File: src/rtl/sdes_pkg.sv
// Shared SerDes definitions: RX FSM state encoding plus the word width and
// alignment word used by both the TX serializer and the RX deserializer.
package sdes_pkg;

    typedef enum logic [1:0] {HUNT, VERIFY, LOCKED} sdes_rx_state_e;

    localparam int          SDES_WIDTH     = 32;
    localparam logic [31:0] SDES_SYNC_WORD = 32'hF0C3_5A96;

endpackage

File: src/rtl/sdes_rx_shifter.sv
// Serial-in shift register with a sync-word comparator on the post-shift value,
// so the FSM sees the word that completes on this edge.
module sdes_rx_shifter #(
    parameter int               WIDTH     = 32,
    parameter logic [WIDTH-1:0] SYNC_WORD = '0
) (
    input  logic             clk,
    input  logic             rst,
    input  logic             serial_in,
    output logic [WIDTH-1:0] nxt,
    output logic             sync_hit
);

    logic [WIDTH-1:0] shreg_q, shreg_d;

    always_comb begin
        shreg_d  = {shreg_q[WIDTH-2:0], serial_in};
        nxt      = shreg_d;
        sync_hit = (shreg_d == SYNC_WORD);
    end

    always_ff @(posedge clk) begin
        if (rst) shreg_q <= '0;
        else     shreg_q <= shreg_d;
    end

endmodule

File: src/rtl/sdes_rx_deserializer.sv
// RX deserializer: hunts for SYNC_WORD, verifies LOCK_CNT aligned copies, then
// emits one word per WIDTH cycles. Define SDES_RX_ERRCNT_EN to add err_cnt.
module sdes_rx_deserializer
    import sdes_pkg::*;
#(
    parameter int               WIDTH     = SDES_WIDTH,
    parameter logic [WIDTH-1:0] SYNC_WORD = SDES_SYNC_WORD,
    parameter int               LOCK_CNT  = 4
) (
    input  logic             clk,
    input  logic             rst,
    input  logic             serial_in,
    input  logic             realign,
    output logic [WIDTH-1:0] data_out,
    output logic             data_valid,
    output logic             locked
`ifdef SDES_RX_ERRCNT_EN
    ,
    output logic [15:0]      err_cnt
`endif
);

    localparam int            CW       = $clog2(WIDTH);
    localparam logic [CW-1:0] LAST_BIT = CW'(WIDTH - 1);
    localparam logic [3:0]    LOCK_N   = 4'(LOCK_CNT);

    sdes_rx_state_e   state_q, state_d;
    logic [CW-1:0]    bit_cnt_q, bit_cnt_d;
    logic [3:0]       match_cnt_q, match_cnt_d;
    logic [WIDTH-1:0] data_out_q, data_out_d;
    logic             data_valid_q, data_valid_d;
    logic             locked_q, locked_d;
    logic [WIDTH-1:0] nxt;
    logic             sync_hit;
    logic             wrap;

    sdes_rx_shifter #(
        .WIDTH     (WIDTH),
        .SYNC_WORD (SYNC_WORD)
    ) u_shifter (
        .clk       (clk),
        .rst       (rst),
        .serial_in (serial_in),
        .nxt       (nxt),
        .sync_hit  (sync_hit)
    );

    assign wrap = (bit_cnt_q == LAST_BIT);

    always_comb begin
        state_d      = state_q;
        bit_cnt_d    = wrap ? '0 : bit_cnt_q + CW'(1);
        match_cnt_d  = match_cnt_q;
        data_out_d   = data_out_q;
        data_valid_d = 1'b0;

        if (realign) begin
            // Drop lock immediately; a word completing this edge is discarded.
            state_d     = HUNT;
            bit_cnt_d   = '0;
            match_cnt_d = '0;
        end else begin
            unique case (state_q)
                HUNT: begin
                    bit_cnt_d = '0;
                    if (sync_hit) begin
                        match_cnt_d = 4'd1;
                        state_d     = (LOCK_CNT == 1) ? LOCKED : VERIFY;
                    end
                end
                VERIFY: begin
                    if (wrap) begin
                        if (sync_hit) begin
                            match_cnt_d = match_cnt_q + 4'd1;
                            if (match_cnt_d == LOCK_N) state_d = LOCKED;
                        end else begin
                            state_d     = HUNT;
                            match_cnt_d = '0;
                        end
                    end
                end
                LOCKED: begin
                    if (wrap) begin
                        data_out_d   = nxt;
                        data_valid_d = 1'b1;
                    end
                end
                default: begin
                    state_d     = HUNT;
                    bit_cnt_d   = '0;
                    match_cnt_d = '0;
                end
            endcase
        end

        locked_d = (state_d == LOCKED);
    end

    always_ff @(posedge clk) begin
        if (rst) begin
            state_q      <= HUNT;
            bit_cnt_q    <= '0;
            match_cnt_q  <= '0;
            data_out_q   <= '0;
            data_valid_q <= 1'b0;
            locked_q     <= 1'b0;
        end else begin
            state_q      <= state_d;
            bit_cnt_q    <= bit_cnt_d;
            match_cnt_q  <= match_cnt_d;
            data_out_q   <= data_out_d;
            data_valid_q <= data_valid_d;
            locked_q     <= locked_d;
        end
    end

    assign data_out   = data_out_q;
    assign data_valid = data_valid_q;
    assign locked     = locked_q;

`ifdef SDES_RX_ERRCNT_EN
    logic [15:0] err_cnt_q, err_cnt_d;
    logic        err_inc;

    always_comb begin
        err_inc   = (state_q == VERIFY && wrap && !sync_hit) ||
                    (state_q == LOCKED && realign);
        err_cnt_d = (err_inc && err_cnt_q != 16'hFFFF) ? err_cnt_q + 16'd1 : err_cnt_q;
    end

    always_ff @(posedge clk) begin
        if (rst) err_cnt_q <= '0;
        else     err_cnt_q <= err_cnt_d;
    end

    assign err_cnt = err_cnt_q;
`endif

endmodule
File: config.mk
export PLATFORM = sky130hd
export DESIGN_NAME = sdes_rx_deserializer
export DESIGN_NICKNAME = d
export VERILOG_FILES = /design/src/rtl/sdes_pkg.sv /design/src/rtl/sdes_rx_shifter.sv /design/src/rtl/sdes_rx_deserializer.sv
export SDC_FILE = /design/constraint.sdc
export NUM_CORES = 1
export LEC_CHECK = 0
export CORE_ASPECT_RATIO = 1.75
export CORE_MARGIN = 2
export CORE_UTILIZATION = 53
export DETAILED_ROUTE_END_ITERATION = 12
export PLACE_DENSITY = 0.78
export REMOVE_ABC_BUFFERS = 1
export SYNTH_ARGS = -nofsm -noshare
export SYNTH_HDL_FRONTEND = slang
export SYNTH_SLANG_ARGS = --single-unit
File: constraint.sdc
create_clock -name clk -period 2.61 [get_ports clk]
set_input_delay 0.3915 -clock clk [delete_from_list [all_inputs] [get_ports clk]]
set_output_delay 0.3915 -clock clk [all_outputs]
set_load 0.05 [all_outputs]
* After elaboration in Yosys (flattened, before gate mapping)
Cells that the tools add are included.
Operators by class: multiplexer cells 11, $add $sub $neg 2, reductions and logical operators 7, equal/unequal tests 8, bitwise gates (word level) 3
Operators with widths (count):
- $eq A32 B32 Y1 const B | 1
- $mux W4 | 3
- $pmux W4 S3 | 1
- $mux W2 | 5
- $pmux W2 S3 | 1
- $reduce_and A3 Y1 | 2
- $add A5 B1 Y5 const B | 1
- $eq A5 B5 Y1 const B | 1
- $add A4 B1 Y4 const B | 1
- $eq A2 B2 Y1 const B | 2
- $eq A4 B3 Y1 const B | 1
- $ne A2 B2 Y1 const B | 2
- $reduce_or A2 Y1 | 2
- $reduce_or A4 Y1 | 1
- $not A1 Y1 | 3
- $reduce_or A3 Y1 | 1
- $eq A2 B1 Y1 const B | 1
- $logic_not A2 Y1 | 1
- $mux W1 | 1
Word-level totals: output and inout port bits 34, word-level logic and storage cells 38, input port bits 4, flip-flop bits (word level) 76

* Depth between registers and ports, before layout
word-level depth 8, depth in mapped cells 9, mapped depth without buffers 8

* Modules after synthesis
From an unflattened synthesis, not the netlist that was laid out.
Unflattened totals: cells, all modules 288, area, all modules 2770.2 µm²
Modules (own cells, without submodules):
- sdes_rx_deserializer | instances 1, cells each 211, area each 1824.2 µm²
- sdes_rx_shifter | instances 1, cells each 77, area each 945.9 µm²

* Least setup slack after synthesis
OpenSTA, ideal clock, no wires.
path type register -> register, from reg u_shifter.shreg_q[7], to reg state_q[1], cell stages (with the launch flop) 6, library setup time 0.125 ns, clock period less this slack 1.817 ns, arrival 1.692 ns, setup slack 0.793 ns, path through dfxtp_1 or4b_4 nor4_4 a21boi_0 a21oi_1 a21oi_1
On the way: longest elaborated chain between the ends 5
Ends and longest elaborated chain:
- start, declared | line sdes_rx_shifter.sv:14 | logic [WIDTH-1:0] shreg_q, shreg_d;
- start signal, assigned | line sdes_rx_shifter.sv:24 | else shreg_q <= shreg_d;
- $eq A32 B32 Y1 * | line sdes_rx_shifter.sv:19 | sync_hit = (shreg_d == SYNC_WORD);
- $mux W2 | line sdes_rx_deserializer.sv:73 | if (sync_hit) begin
- $mux W2 | line sdes_rx_deserializer.sv:72 | if (wrap) begin
- $pmux W2 S3 * | line sdes_rx_deserializer.sv:63 | unique case (state_q)
- $mux W2 * | line sdes_rx_deserializer.sv:57 | if (realign) begin
- end signal, assigned | line sdes_rx_deserializer.sv:108 | state_q <= state_d;
- end, declared | line sdes_rx_deserializer.sv:27 | sdes_rx_state_e state_q, state_d;
Every way passes the cells marked *; elsewhere a longest branch is shown, timed or not. A chain may end at the register's enable or synchronous reset.

* Final worst setup path
from reg u_shifter.shreg_q[7], to reg locked_q, in the netlist locked
On the way: longest elaborated chain between the ends 6
Ends and longest elaborated chain:
- $eq A32 B32 Y1 * | line sdes_rx_shifter.sv:19
- $mux W2 | line sdes_rx_deserializer.sv:73
- $mux W2 | line sdes_rx_deserializer.sv:72
- $pmux W2 S3 * | line sdes_rx_deserializer.sv:63
- $mux W2 * | line sdes_rx_deserializer.sv:57
- $eq A2 B2 Y1 * | line sdes_rx_deserializer.sv:96 | locked_d = (state_d == LOCKED);
- end signal, assigned | line sdes_rx_deserializer.sv:113 | locked_q <= locked_d;
- end, declared | line sdes_rx_deserializer.sv:32 | logic locked_q, locked_d;
Marks and branches as above.

==> run metrics <==
crit start category=flop; Relative slew margins=58.1%; post-synthesis sequential area ratio=55.9%; DRC Markers=0; WP data required=2830 ps; HPWL Detailed=3570 um; final setup vio count=0; drt pass-1 iters=4; Setup Total Neg Slack=0 ps; EDFF count, synth=0; # clock sinks=76; Routed WL=5350 um; nets@finish=341; final hold viol count=0; initial antenna violation count=0; Post-Syn Area=0.00272 mm2; I/O Pins=38; Leak=0.00120 uW; minimum clock period=2090 ps; largest net degree at the start of global routing=34; clock tree buffer depth=2; RSZ-0062 raised after global routing=false; Yosys cell types=35; Cell Rows=34; Die Wd=58.2 um; CTS tree=done; Max VDD drop=0.579 mV; FMAX=0.479 GHz; type of the worst min-delay path=in -> reg; YS warnings=0; status=finished clean; Final GP Congestion=0.784; cts repair resizes=0; Register Area=0.00152 mm2; Die Height=98.8 um; Initial Utilization=54.7%; vias in the first global route=2,057; Via Count=2,107; DRT iter0 DRCs=75; H-Tree Depth=3; first-pass GRT wire length=9090 um; filler cell count=390; Post-synth top flop=dfxtp_1; Mean Syn Cell Area=9.33 um2; area of the multi-input gates=0.00113 mm2; Crit Path Max Fanout=5; fraction of layout cells with a size suffix above 1=8.38%; most frequent cells in the layout=dfxtp_1, nand2_1, a21oi_1; CTS hold repair buffers=0; Antenna Cells=0; number of synthesized register bits=76; most common cell after layout, fill and taps aside=dfxtp_1; critical path class=reg -> reg; Clock Pin Slew Worst Setup and Hold Paths=80 ps; Post-CTS Setup Inserts=0; core region area=0.00498 mm2; period utilization=80.0%; Layout area overhead=22.9%; Max Cap Viol=0; Data arrival, critical path=2310 ps; DRT antenna net count=0; die area=0.00575 mm2; Vias/cell=5.43; Overflow after GRT=0; Tightest Pin Transition=629 ps; Post-synth ARST share=0%; Port Buffer Count=37; root buf cell=clkbuf_8; GR Util All Layers=20.6%; utilization after layout=67.2%; PwrDens=646 mW/mm2; worst skew pair latency=340 ps; wire per inst=13.8 um; Fin Clk Skew=7.74 ps; Crit. End Element=flop; Syn Inst Count=292; Slew Viols, Final=0; Num CTS Buffers=9
[sequential cells by signal, indices dropped and copies added, names as in the netlist]
| register | cells |
|---|---|
| match_cnt_q | 4 |
| data_valid | 1 |
| u_shifter.shreg_q | 31 |
| data_out | 32 |
| state_q | 2 |
| locked | 1 |
| bit_cnt_q | 5 |
[synthesized netlist by cell type, drive strengths merged, types with 2 or more instances]
| cell | count | area share [%] |
|---|---|---|
| nor4 | 2 | 1.2 |
| and3 | 3 | 0.69 |
| nand4b | 3 | 0.96 |
| or4b | 3 | 1.2 |
| nand3 | 4 | 0.73 |
| clkbuf | 14 | 1.9 |
| o21ai | 5 | 0.92 |
| ha | 8 | 3.7 |
| nor2 | 7 | 0.96 |
| a21o | 2 | 0.55 |
| dfxtp | 76 | 56 |
| nor2b | 32 | 7.3 |
| nor3 | 2 | 0.37 |
| and2 | 3 | 0.73 |
| nand2 | 66 | 9.1 |
| or2 | 2 | 0.46 |
| a31oi | 2 | 0.46 |
| a21oi | 38 | 7.0 |
| inv | 6 | 0.83 |
| nand4bb | 2 | 0.83 |
[critical path: stages (launching register included)]
cell and delay, ps:
dfxtp_1 340, or4b_4 560, nor4_4 390, a21boi_0 290
a21oi_1 300, a221oi_2 90
[path summary, 6_finish.rpt]
check | from | end | slack, ps | cells past startpoint
setup / recovery | u_shifter.shreg_q[7]$_SDFF_PP0_ | locked$_SDFF_PP0_ | 520 | 5
hold / removal | rst | u_shifter.shreg_q[26]$_SDFF_PP0_ | 450 | 2
setup reg to reg | u_shifter.shreg_q[7]$_SDFF_PP0_ | locked$_SDFF_PP0_ | 520 | 5
hold reg to reg | data_out[21]$_SDFFE_PP0P_ | data_out[21]$_SDFFE_PP0P_ | 460 | 2
[kinds of logic (layout without fill, tap and decap cells)]
family / after synthesis / count (layout) / synth area share, %
fa+ha+maj: 8 / 8 / 3.67
buf+inv: 20 / 62 / 2.76
compound gates: 53 / 53 / 11.3
flops: 76 / 76 / 55.9
simple gates: 133 / 133 / 25.7
xor+xnor: 2 / 2 / 0.643
[area by class of cell]
| cell class | instances | area share [%] |
|---|---|---|
| Clock inverter | 4 | 2.17 |
| Sequential cell | 76 | 45.5 |
| Inverter | 6 | 0.673 |
| Multi-Input combinational cell | 196 | 33.8 |
| Tap cell | 54 | 2.02 |
| Clock buffer | 12 | 4.34 |
| Timing Repair Buffer | 40 | 11.6 |
[where the power goes]
part	leakage, uW	switching, uW	internal [uW]	total (uW)
Sequential	0.000612	1.75	1160	1160
Clock	0.000107	409	564	972
Combinational	0.000482	20.1	8.37	28.4
Total	0.00120	430	1730	2160
[per-layer routing]
metal / track usage (%) / share of wire (%) / vias up
li1: - / - / 1041
met4: 12.3 / 2.2 / 0
met3: 4.46 / 4.9 / 14
met1: 23.3 / 41 / 971
met5: 0 / 0 / -
met2: 34.4 / 51 / 81
[per-stage QoR]
stage | worst slack (ps) | cells | instance area (um2) | hold WS, ps | power (uW)
detailed placement | 423 | 372 | 3130 | 446 | 1220
finish | 522 | 388 | 3350 | 453 | 2160
floorplan | 424 | 278 | 2670 | 418 | 1190
CTS | 553 | 388 | 3350 | 435 | 2180
global route | 394 | 388 | 3350 | 473 | 2220
global placement | 483 | 372 | 3130 | 437 | 1220
(Power assumes the default switching activity.)
